File: src/rtl/button_conditioner.sv
`default_nettype none
// +-----------------------------------------------------------------------------+
// | Module : button_conditioner                                                 |
// | Brief  : 2-flop sync, debounce and edge/step arbitration for izq/der/fire.  |
// |          Optional auto-repeat of held direction steps under AUTOREPEAT_EN.  |
// | Rev    : 1.0                                                                |
// +-----------------------------------------------------------------------------+
module button_conditioner #(
`ifdef AUTOREPEAT_EN
  parameter int REPEAT_DELAY    = 15000000,
  parameter int REPEAT_PERIOD   = 5000000,
  parameter int REP_W           = 24,
`endif
  parameter int DEBOUNCE_CYCLES = 500000,
  parameter int CNT_W           = 20
) (
  input  logic clk,
  input  logic reset,
  input  logic izq,
  input  logic der,
  input  logic fire,
  output logic izq_level,
  output logic der_level,
  output logic fire_level,
  output logic izq_step,
  output logic der_step,
  output logic fire_pulse
);

  localparam logic [CNT_W-1:0] C_CNT_LAST = CNT_W'(DEBOUNCE_CYCLES - 1);

  typedef enum logic [1:0] {
    ST_IDLE    = 2'd0,
    ST_HELD    = 2'd1,
    ST_BLOCKED = 2'd2
  } dir_state_e;

  // Bit order everywhere: 0 = izq, 1 = der, 2 = fire.
  logic [2:0] w_raw;
  logic [2:0] r_s1;
  logic [2:0] r_s2;
  logic [2:0] w_deb;
  logic [2:0] r_level;
  logic [2:0] w_rise;
  logic [2:0] w_fall;
  logic [1:0] w_step;
  logic       r_fire_pulse;

  assign w_raw = {fire, der, izq};

  always_ff @(posedge clk) begin
    if (reset) begin
      r_s1 <= 3'b000;
      r_s2 <= 3'b000;
    end else begin
      r_s1 <= w_raw;
      r_s2 <= r_s1;
    end
  end

  generate
    for (genvar gi = 0; gi < 3; gi++) begin : g_debounce
      logic [CNT_W-1:0] r_cnt;
      logic             r_deb;

      always_ff @(posedge clk) begin
        if (reset) begin
          r_cnt <= '0;
          r_deb <= 1'b0;
        end else if (r_s2[gi] == r_deb) begin
          r_cnt <= '0;
        end else if (r_cnt == C_CNT_LAST) begin
          r_cnt <= '0;
          r_deb <= ~r_deb;
        end else begin
          r_cnt <= r_cnt + CNT_W'(1);
        end
      end

      assign w_deb[gi] = r_deb;
    end
  endgenerate

  // r_level lags the internal debounced value by one cycle, so rise/fall
  // seen here line up with the cycle in which the level output changes.
  assign w_rise = w_deb & ~r_level;
  assign w_fall = ~w_deb & r_level;

  always_ff @(posedge clk) begin
    if (reset) begin
      r_level      <= 3'b000;
      r_fire_pulse <= 1'b0;
    end else begin
      r_level      <= w_deb;
      r_fire_pulse <= w_rise[2];
    end
  end

  generate
    for (genvar gd = 0; gd < 2; gd++) begin : g_dir
      localparam int C_OTH = 1 - gd;

      dir_state_e r_state;
      dir_state_e w_state_nxt;
      logic       w_step_nxt;
      logic       r_step;
      logic       w_rep_fire;

`ifdef AUTOREPEAT_EN
      localparam logic [REP_W-1:0] C_REP_DELAY_LAST  = REP_W'(REPEAT_DELAY - 1);
      localparam logic [REP_W-1:0] C_REP_PERIOD_LAST = REP_W'(REPEAT_PERIOD - 1);

      logic [REP_W-1:0] r_rep;
      logic             r_rep_first;

      assign w_rep_fire = (r_state == ST_HELD) &&
                          (r_rep == (r_rep_first ? C_REP_DELAY_LAST : C_REP_PERIOD_LAST));

      // Restarts on entry to HELD (the press pulse) and after every repeat step.
      always_ff @(posedge clk) begin
        if (reset || (w_state_nxt != ST_HELD) || (r_state != ST_HELD)) begin
          r_rep       <= '0;
          r_rep_first <= 1'b1;
        end else if (w_step_nxt) begin
          r_rep       <= '0;
          r_rep_first <= 1'b0;
        end else begin
          r_rep <= r_rep + REP_W'(1);
        end
      end
`else
      assign w_rep_fire = 1'b0;
`endif

      always_ff @(posedge clk) begin
        if (reset) begin
          r_state <= ST_IDLE;
          r_step  <= 1'b0;
        end else begin
          r_state <= w_state_nxt;
          r_step  <= w_step_nxt;
        end
      end

      always_comb begin
        w_state_nxt = r_state;
        w_step_nxt  = 1'b0;
        case (r_state)
          ST_IDLE: begin
            if (w_rise[gd]) begin
              if (w_deb[C_OTH]) begin
                w_state_nxt = ST_BLOCKED;
              end else begin
                w_state_nxt = ST_HELD;
                w_step_nxt  = 1'b1;
              end
            end
          end
          ST_HELD: begin
            if (w_fall[gd]) begin
              w_state_nxt = ST_IDLE;
            end else if (w_rise[C_OTH]) begin
              w_state_nxt = ST_BLOCKED;
            end else begin
              w_step_nxt = w_rep_fire;
            end
          end
          ST_BLOCKED: begin
            if (w_fall[gd]) begin
              w_state_nxt = ST_IDLE;
            end
          end
          default: begin
            w_state_nxt = ST_IDLE;
          end
        endcase
      end

      assign w_step[gd] = r_step;
    end
  endgenerate

  assign izq_level  = r_level[0];
  assign der_level  = r_level[1];
  assign fire_level = r_level[2];
  assign izq_step   = w_step[0];
  assign der_step   = w_step[1];
  assign fire_pulse = r_fire_pulse;

endmodule
`default_nettype wire
File: config.mk
export PLATFORM = sky130hd
export DESIGN_NAME = button_conditioner
export DESIGN_NICKNAME = d
export VERILOG_FILES = /design/src/rtl/button_conditioner.sv
export SDC_FILE = /design/constraint.sdc
export NUM_CORES = 1
export LEC_CHECK = 0
export ABC_AREA = 0
export BUFFER_PORTS_ARGS = -buffer_cell sky130_fd_sc_hd__buf_2
export CAP_MARGIN = 20
export CORE_ASPECT_RATIO = 0.5
export CORE_UTILIZATION = 50
export CTS_CLUSTER_DIAMETER = 30
export DETAILED_ROUTE_END_ITERATION = 12
export GPL_TIMING_DRIVEN = 1
export PLACE_DENSITY = 0.7
export SYNTH_ARGS = -nofsm -noshare
export SYNTH_HDL_FRONTEND = slang
export SYNTH_SLANG_ARGS = --single-unit
File: constraint.sdc
create_clock -name clk -period 2.5 [get_ports clk]
set_input_delay 0.25 -clock clk [delete_from_list [all_inputs] [get_ports clk]]
set_output_delay 0.25 -clock clk [all_outputs]
set_load 0.02 [all_outputs]
==> flow_summary.toml <==
[status]
outcome = "completed"

[global_route]
antenna_violations_before_repair = 0
grt_first_pass_wirelength_um = 11400
grt_max_degree = 21
groute.usage.overall_pct = 20.5
first_global_vias = 2615
global_route.overflow_total = 0

[synth]
synth.area.mux_share_pct = 0.329
largest_family_of_logic_cells_by_synthesized_area = "simple AND/OR/NAND/NOR gates"
syn_avg_cell_area_um2 = 8.63
synth-seq-cells = 79
post_synth_instance_area_mm2 = 0.00343
ys.warnings.count = 0
ys_types = 38
yosys.cell_count.top_type = "dfxtp_1"
synth-xor-area-share_pct = 9.46
synth_top_cells_by_area = "dfxtp_1 46%, nor2_1 5.8%, xnor2_1 5.4%"
postSynthCellCount = 397
synth_top_area_share_pct = 46.1
synth_seq_area_share_pct = 46.1
synth_adder_area_share_pct = 1.10
async_reset_ff_share_pct = 0
synth_compound_gate_area_share_pct = 8.91
yosysTopAreaCell = "dfxtp_1"
mappedNetlistNets = 405
yosys.area_share.simple_pct = 31.1
ys.flop_type = "dfxtp_1"
synth_enable_flop_cells = 0
netlist_top_cells_count = "79 x dfxtp_1, 53 x nor2_1, 24 x a21oi_1, 24 x nand2_1, 22 x nand3_1"

[floorplan]
start_util_pct = 54.1
die_area_mm2 = 0.00721
core-area_mm2 = 0.00633
pin_count = 11
die_width_um = 119
num_rows = 20
die_h_um = 60.5

[clock_tree]
cts.root.buffer_cell = "clkbuf_16"
cts.sinks = 79
cts_repair_resize_count = 0
cts_tree = "built"
cts.reportedPaths.clkPinSlew_ns = 0.06
ctsHoldBuffers = 0
later_pin_clock_latency_in_the_skew_report_ns = 0.34
maximum_level_of_the_cts_h_tree = 3
cts.repair_timing.setup_buffer_count = 0
cts.path.max_buffers = 2
inserted_clock_buffers = 9

[min_path]
timing.hold.worst.class = "in2reg"
timing.hold.worst_endpoint = "r_s1[1]"
worstHoldPathCells = 2
min-delay-start = "der"

[drt]
router_iterations_before_antenna_repair = 4
drc = 0
drt-vias-per-instance = 5.56
post_detailed_route_count_of_antenna_violating_nets = 0
routedWlPerCell_um = 13.0
detail_route.iter0.violations = 117
detailroute.via_count = 2799
drt-total-wl_um = 6560

[timing]
whs_ns = 0.124
max_freq_mhz = 527
clock_skew_ns = 0.00497
layout_worst_path_cycle_share_pct = 75.9
post-route-min-period_ns = 1.90
tightest_slew_ns = 0.510
max-slew-margin-rel_pct = 65.7
setup_failing_eps_final = 0
hold_violations = 0
rsz_0062_raised_after_global_routing = "no"
final.setup.tns_ns = 0
timing_max_transition_violations_final = 0

[setup_path]
timing.reg2reg.setup_slack_ns = 0.60
end_kind = "flop"
critical_r2r_capture = "g_debounce[1].r_cnt[17]"
critPathLaunchType = "flop"
worstPathMaxFanout = 10
ff2ff_path_depth = 4
worst-endpoint-arrival_ns = 2.16
worst-endpoint-required_ns = 2.77
worst_flop_to_flop_path_startpoint = "g_debounce[1].r_cnt[2]"
worst-setup-path-type = "reg2reg"

[placement]
io_buffer_count = 10
detailed_place_hpwl_um = 4560
finalWeightedCongestion = 0.797

[power_and_ir_drop]
totalPowerFinal_mw = 2.78
static_power_due_to_leakage_nw = 1.24
power_density_mw_per_mm2 = 710
peakVddDrop_uv = 384

[final_layout]
post_route_cells_drive_above_1_share_pct = 8.67
antennaDiodeCount = 0
area_growth_pct = 14.5
nets = 418

[run]
drv_cap = 0
## cells in the final DEF, fill, tap and decap left out, types with 2 or more instances in the layout
| cell type | instances |
|---|---|
| and4_1 | 8 |
| clkbuf_16 | 9 |
| xnor2_1 | 21 |
| ha_1 | 3 |
| nand4_1 | 15 |
| clkinv_2 | 2 |
| and3_1 | 5 |
| nor3b_1 | 2 |
| nor4_1 | 7 |
| and2_1 | 4 |
| inv_1 | 15 |
| o21ai_0 | 15 |
| or3_1 | 13 |
| or4_1 | 9 |
| nand2_1 | 24 |
| dfxtp_1 | 79 |
| buf_2 | 10 |
| o21ai_1 | 2 |
| nand3_1 | 22 |
| nor2_1 | 53 |
| nor4b_1 | 4 |
| bufinv_16 | 3 |
| buf_4 | 4 |
| xor2_1 | 16 |
| o31ai_1 | 7 |
| nor3_1 | 8 |
| nand4b_1 | 2 |
| nand2b_1 | 2 |
| a21oi_1 | 24 |
| nor2b_1 | 13 |
## metrics by stage
| stage | setup slack (ns) | cells | utilization (%) | cell area, um2 |
|---|---|---|---|---|
| floorplan | 0.764 | 397 | - | 3430 |
| global placement | 0.706 | 487 | 56.5 | 3580 |
| detailed placement | 0.619 | 487 | 56.5 | 3580 |
| CTS | 0.605 | 503 | 62.0 | 3920 |
| global route | 0.516 | 503 | 62.0 | 3920 |
| finish | 0.602 | 503 | 62.0 | 3920 |
## state kept, by name, summed over array words and instances (netlist names)
name / count
der_step: 1
fire_pulse: 1
g_debounce.r_cnt: 60
g_debounce.r_deb: 3
g_dir.r_state: 4
izq_step: 1
r_level: 3
r_s1: 3
r_s2: 3
## power by group
group | switching, mW | internal, mW
sequential | 0.00346 | 1.27
combinational | 0.0169 | 0.0110
clock | 0.490 | 0.998
total | 0.510 | 2.27
## metal layers
layer / up-vias / wire (um) / GRT usage (%)
met3: 13 / 259 / 8.46
met2: 47 / 3140 / 37.4
li1: 1430 / - / -
met1: 1309 / 3070 / 22.6
met4: 0 / 90 / 6.51
met5: - / 0 / 0
## worst max path at each step
stage,startpoint,endpoint,slack (ns),depth (start not counted)
3_3_place_gp,g_debounce[1].r_cnt[2],g_debounce[1].r_cnt[19],0.71,4
2_1_floorplan,g_debounce[1].r_cnt[5],g_debounce[1].r_cnt[17],0.76,6
6_report,g_debounce[1].r_cnt[2],g_debounce[1].r_cnt[17],0.60,4
5_1_grt,g_debounce[1].r_cnt[2],g_debounce[1].r_cnt[19],0.52,4
4_1_cts,g_debounce[1].r_cnt[2],g_debounce[1].r_cnt[17],0.61,4
3_5_place_dp,g_debounce[1].r_cnt[2],g_debounce[1].r_cnt[17],0.62,4
## cells by family after synthesis
kind of cell,Yosys count
AOI/OAI and AO/OA,54
xor gates and xnor gates,37
adders and majority gates,3
buffers and inverters,27
DFF,79
muxes,1
and+or+nand+nor,196
## area by class of cell
class	instances	area [um2]
sequential	79	1580
multi-input combinational	291	1750
tap	88	110
timing repair buffer	14	80.1
clock buffer	10	239
fill	547	2410
clock inverter	6	108
inverter	15	56.3
## critical path, cell delays in order (launching register included)
cell,delay [ns]
dfxtp_1,0.43
nand3_2,0.13
or4_1,0.66
or4_1,0.45
a21oi_1,0.15
(Power assumes the default switching activity.)
